[config.mk]
export PLATFORM = sky130hd
export DESIGN_NAME = switch_debounce_2
export DESIGN_NICKNAME = d
export VERILOG_FILES = /design/src/rtl/switch_debounce_2.sv
export SDC_FILE = /design/constraint.sdc
export NUM_CORES = 1
export LEC_CHECK = 0
export ABC_AREA = 1
export BUFFER_PORTS_ARGS = -buffer_cell sky130_fd_sc_hd__buf_2
export CAP_MARGIN = 25
export CORE_MARGIN = 2
export CORE_UTILIZATION = 50
export DETAILED_ROUTE_END_ITERATION = 16
export PLACE_DENSITY = 0.72
export REMOVE_ABC_BUFFERS = 1
export SYNTH_ARGS = -nofsm -noshare
export SYNTH_HDL_FRONTEND = slang
export SYNTH_SLANG_ARGS = --single-unit
[constraint.sdc]
create_clock -name iClk -period 4.35 [get_ports iClk]
set_clock_uncertainty 0.2 [all_clocks]
set_input_delay 0.87 -clock iClk [delete_from_list [all_inputs] [get_ports iClk]]
set_output_delay 0.87 -clock iClk [all_outputs]
set_load 0.01 [all_outputs]
[src/rtl/switch_debounce_2.sv]
// Two-channel switch conditioner: 2-flop synchronizer, per-channel stability counter,
// debounced levels with one-cycle rise/fall pulses and a combined settled flag.
module switch_debounce_2 #(
    parameter int CNT_MAX = 1000000,
    parameter int CNT_W   = 20
) (
    input  logic iClk,
    input  logic iRst_n,
    input  logic iSwA,
    input  logic iSwB,
    output logic oA,
    output logic oB,
    output logic oA_rise,
    output logic oA_fall,
    output logic oB_rise,
    output logic oB_fall,
    output logic oStable
);

    localparam logic [CNT_W-1:0] CNT_LAST = CNT_W'(CNT_MAX - 1);

    // Channel index 0 is A, index 1 is B.
    logic [1:0]            swRaw_s;
    logic [1:0]            sync1_r;
    logic [1:0]            sync2_r;
    logic [1:0]            level_r;
    logic [1:0]            rise_r;
    logic [1:0]            fall_r;
    logic [1:0][CNT_W-1:0] cnt_r;
    logic                  stable_r;
    logic [1:0]            mismatch_s;
    logic [1:0]            flip_s;

    assign swRaw_s = {iSwB, iSwA};

    // Per-channel mismatch and flip decisions from pre-edge state.
    always_comb begin
        mismatch_s = 2'b00;
        flip_s     = 2'b00;
        for (int i = 0; i < 2; i++) begin
            if (sync2_r[i] != level_r[i]) begin
                mismatch_s[i] = 1'b1;
                flip_s[i]     = (cnt_r[i] == CNT_LAST);
            end else begin
                mismatch_s[i] = 1'b0;
                flip_s[i]     = 1'b0;
            end
        end
    end

    // Synchronizers, stability counters, debounced levels, pulses and settled flag.
    always_ff @(posedge iClk) begin
        if (!iRst_n) begin
            sync1_r  <= 2'b00;
            sync2_r  <= 2'b00;
            level_r  <= 2'b00;
            rise_r   <= 2'b00;
            fall_r   <= 2'b00;
            cnt_r    <= '0;
            stable_r <= 1'b0;
        end else begin
            sync1_r <= swRaw_s;
            sync2_r <= sync1_r;
            for (int i = 0; i < 2; i++) begin
                if (!mismatch_s[i]) begin
                    // Any return to the current level discards the partial count.
                    cnt_r[i]  <= '0;
                    rise_r[i] <= 1'b0;
                    fall_r[i] <= 1'b0;
                end else if (flip_s[i]) begin
                    level_r[i] <= sync2_r[i];
                    cnt_r[i]   <= '0;
                    rise_r[i]  <= sync2_r[i];
                    fall_r[i]  <= ~sync2_r[i];
                end else begin
                    cnt_r[i]  <= cnt_r[i] + CNT_W'(1);
                    rise_r[i] <= 1'b0;
                    fall_r[i] <= 1'b0;
                end
            end
            stable_r <= (cnt_r == '0) && (mismatch_s == 2'b00);
        end
    end

    assign oA      = level_r[0];
    assign oB      = level_r[1];
    assign oA_rise = rise_r[0];
    assign oA_fall = fall_r[0];
    assign oB_rise = rise_r[1];
    assign oB_fall = fall_r[1];
    assign oStable = stable_r;

endmodule

## Word level (Yosys, flattened, before mapping)

Cells that the tools add are included.

| operators by class | value |
|---|---|
| add/subtract/negate cells | 2 |
| eq/ne operators | 4 |
| multiplexer cells | 4 |
| bitwise logic cells | 5 |
| reductions and logical operators | 9 |

Operators by type and width:

| cell | count |
|---|---|
| 20-bit by 1-bit adder with 20-bit output (second input constant) | 2 |
| 20-bit equality test (second input constant) | 2 |
| 40-bit zero test | 1 |
| 3-bit AND reduction | 2 |
| 3-bit OR reduction | 2 |
| 1-bit NOT | 5 |
| 1-bit two-way mux | 4 |
| 2-bit AND reduction | 2 |
| 2-bit zero test | 1 |
| 1-bit != test | 2 |
| 1-bit logical AND | 1 |

| storage, ports and cells | value |
|---|---|
| register bits | 51 |
| input port bits | 4 |
| output and inout port bits | 7 |
| word-level logic and storage cells | 35 |

## Longest topological paths before layout

| depth | value |
|---|---|
| word-level depth | 4 |
| depth in mapped cells | 10 |
| depth with buffers taken out | 9 |

## Worst setup path before layout

Ideal clock, no wire load.

| timing path | value |
|---|---|
| path kind | input -> register |
| start | input port iRst_n |
| end | register cnt_r[35] in the netlist's numbering |
| library setup time | 0.064 ns |
| arrival time | 1.648 ns |
| required time | 4.086 ns |
| path slack | 2.438 ns |
| stages on the path | 6 |
| buffers on the path | 2 |
| cells stage by stage | buf_2 > inv_1 > nor2_1 > nand2_2 > buf_6 > nor2_1 |

| between the ends | value |
|---|---|
| longest elaborated chain between the ends | 2 |

RTL lines:

| what | line | RTL |
|---|---|---|
| from (decl) | 8 | `input logic iRst_n,` |
| 1-bit NOT (no source line) | - |  |
| 3-bit OR reduction (no source line) | - |  |
| to (signal, indexed assignment) | 76 | `cnt_r[i] <= cnt_r[i] + CNT_W'(1);` |
| to (decl) | 29 | `logic [1:0][CNT_W-1:0] cnt_r;` |

No other way between the ends.
A chain may end at the register's enable or synchronous reset.

## Worst setup path in the final report

| timing path | value |
|---|---|
| start | register cnt_r[0] in the netlist's numbering |
| end | register cnt_r[18] in the netlist's numbering |

| between the ends | value |
|---|---|
| longest elaborated chain between the ends | 3 |
| elaborated cells on any way between the ends | 4 |
| classes of those cells | add/sub: 1; eq/ne: 1; mux: 1; reduce/logical: 1 |

RTL lines:

| what |
|---|
| branches (longest 3 deep; another with 20-bit by 1-bit adder with 20-bit output) |

Several ways; the timed one is not identified.

==> run_results.csv <==
group,metric,value,unit
status,status,"finished clean",
floorplan,pin_count,11,
min_path,worst_hold_path.endpoint,"sync2_r[0]",
routing,ant_nets,0,
floorplan,coreArea,5070,um2
synthesis,ys_warn_count,0,
min_path,worstHoldPathType,"flop to flop",
sta,min_period,2090,ps
synthesis,synthArstFlopShare,0,
synthesis,synth-seq-area-share,0.392,
clocking,cts.sinks,51,
clocking,worstSkewPairLatency,300,ps
global_route,grt_start_max_net_pins,21,
synthesis,syn_avg_cell_area,6.46,um2
clocking,clock-root-buffer,"clkbuf_8",
routing,wire_per_inst,10.8,um
sta,relSlewSlack,0.560,
critical_path,cp_cell_sequence,"ha_1 > nand2_1 > nor2_1 > nand2_1 > nor2_1 > nand2_1 > nand2_1 > nor2_1",
floorplan,fp.dieArea,5800,um2
clocking,h-tree-depth,2,
cells_and_area,diodes,0,
synthesis,syn_area,2600,um2
placement,place.gp.congestion,0.888,
synthesis,syn_inst,403,
placement,dpl_worst_slack,2080,ps
sta,rsz0062_at_grt,"false",
placement,place.port_buffers,10,
min_path,hold_depth,2,
floorplan,die_h,76.1,um
sta,final-max-slew-violation-count,0,
cells_and_area,final_common_cell,"nand2_1",
critical_path,cp_slowest_cell,"nand2_1",
job,max_cap_violations,0,
clocking,cts.clk_slew.worst_paths,100,ps
clocking,post_cts_buffers,0,
sta,tightestPinTransition,658,ps
sta,worst_slack,2260,ps
clocking,ctsResizeCount,0,
routing,wl,5260,um
routing,vias_per_cell,4.85,
placement,dp_hpwl,4050,um
critical_path,worst-path-max-fanout,20,
cells_and_area,final_cell_mix,"nand2_1 (114), nor2_1 (92), inv_1 (51), dfxtp_1 (51), nand3_1 (24)",
pwr,p_per_area,273,nW/um2
placement,placed_cell_area,2700,um2
global_route,track_usage,0.194,
critical_path,crit_path_frequent_cell,"nand2_1",
global_route,grt_overflow,0,
critical_path,timing.rr.start,"cnt_r[0]",
synthesis,ys_ff_latch,51,
sta,setup_tns,0,ps
critical_path,max_stage_delay,490,ps
critical_path,critPathTopFamily,"simple AND/OR/NAND/NOR gates",
floorplan,rows,26,
floorplan,die_w,76.1,um
floorplan,initial_core_util,0.513,
critical_path,cp.required,4320,ps
clocking,tritoncts,"done",
clocking,cts_buffers,5,
critical_path,r2r_end,"cnt_r[18]",
sta,max_freq,478,MHz
routing,drtIter0Drc,118,
clocking,postCtsHoldBufs,0,
synthesis,synth_edf_count,0,
global_route,grt_pass1_vias,2240,
cells_and_area,final_layout_size_suffix_gt1_frac,0.0649,
sta,finalHoldViolations,0,
critical_path,critPathCaptureType,"flop",
critical_path,ff2ff_setup_slack,2260,ps
global_route,grt_pass1_wl,9350,um
critical_path,rr_worst_depth,8,
routing,via_count,2358,
pwr,leakagePower,0.992,nW
synthesis,synthFlopType,"dfxtp_1",
global_route,antenna_found_initial,0,
routing,dr.pass1.iters,5,
cells_and_area,stdcell_area,2800,um2
synthesis,synth.distinct_cells,24,
pwr,ir_drop,0.000208,V
critical_path,worst_setup_path_start_kind,"flop",
sta,finalCritPeriodShare,0.481,
routing,drt_drc_violations_left,0,
critical_path,worst_ep_arrival_time,2060,ps
critical_path,crit_type,"flop to flop",
clocking,max-clock-path-buffers,2,
cells_and_area,nets,423,
cells_and_area,area_delta_synth_final,7.40,%
sta,setup_viol,0,
critical_path,critPathBufInv,0,
min_path,hold_start,"sync1_r[0]",
## cell families (layout without fill, tap and decap cells)
| group | after synthesis | count (layout) | synth area share |
|---|---|---|---|
| AOI/OAI and AO/OA | 16 | 16 | 0.0308 |
| xor gates and xnor gates | 17 | 17 | 0.0572 |
| adders and majority gates | 4 | 4 | 0.0192 |
| buffers and inverters | 57 | 70 | 0.0889 |
| DFF | 51 | 51 | 0.392 |
| and+or+nand+nor | 258 | 258 | 0.412 |
## metal layers
metal  up-vias  global-route usage  share of wire
met5         -                   0              0
met4         0              0.0491         0.0068
met3         4              0.0355          0.036
met2        47               0.346           0.46
met1      1052               0.244           0.50
li1       1255                   -              -
## cells in the mapped netlist (2+ instances only)
cell type	instances	area, um2
ha_1	4	50.1
and2_1	2	12.5
buf_4	2	15.0
buf_2	2	10.0
xnor2_1	6	52.6
inv_1	51	191
xor2_1	11	96.3
nand2_1	114	428
nand3_1	24	120
nor2_2	2	12.5
a21oi_1	12	60.1
o21ai_0	4	20.0
nor3_1	11	55.1
nand4_1	5	31.3
dfxtp_1	51	1020
nor2_1	92	345
nand3_2	3	30.0
## where the power goes
group	total [mW]	switching [mW]	internal, mW
clock	0.277	0.162	0.116
sequential	0.471	0.00167	0.470
combinational	0.0138	0.00926	0.00455
## state kept, by name (all words and copies together) (netlist names)
name     flops
cnt_r       40
fall_r       2
level_r      2
rise_r       2
sync1_r      2
sync2_r      2
oStable      1
## tightest hold or removal path: cells and delay by family (launching register included)
kind	cells	cell delay (ps)
buffers and inverters	1	30
flip-flops	1	320
AND/OR/NAND/NOR	1	50
## layout make-up
cell class	instances	area, um2
fill	539	2280
multi-input combinational	295	1350
sequential	51	1020
inverter	52	195
tap	70	87.6
clock buffer	5	68.8
timing repair buffer	10	50.0
clock inverter	3	22.5
## metrics by stage
stage | hold WS (ps) | total power [mW] | utilization | instances
6_report | 231 | 0.762 | 0.551 | 486
5_1_grt | 271 | 0.793 | 0.551 | 486
4_1_cts | 235 | 0.773 | 0.551 | 486
3_5_place_dp | 216 | 0.496 | 0.533 | 478
3_3_place_gp | 193 | 0.496 | 0.533 | 478
2_1_floorplan | 190 | 0.490 | - | 398
## how the worst max path moves through the flow
stage	from	endpoint	depth (start not counted)
global route	cnt_r[0]	cnt_r[18]	8
finish	cnt_r[0]	cnt_r[18]	8
CTS	cnt_r[0]	cnt_r[18]	8
global placement	iRst_n	cnt_r[3]	5
floorplan	iRst_n	cnt_r[13]	4
detailed placement	iRst_n	cnt_r[14]	5
Note: power is estimated with default switching activity, not from simulation.
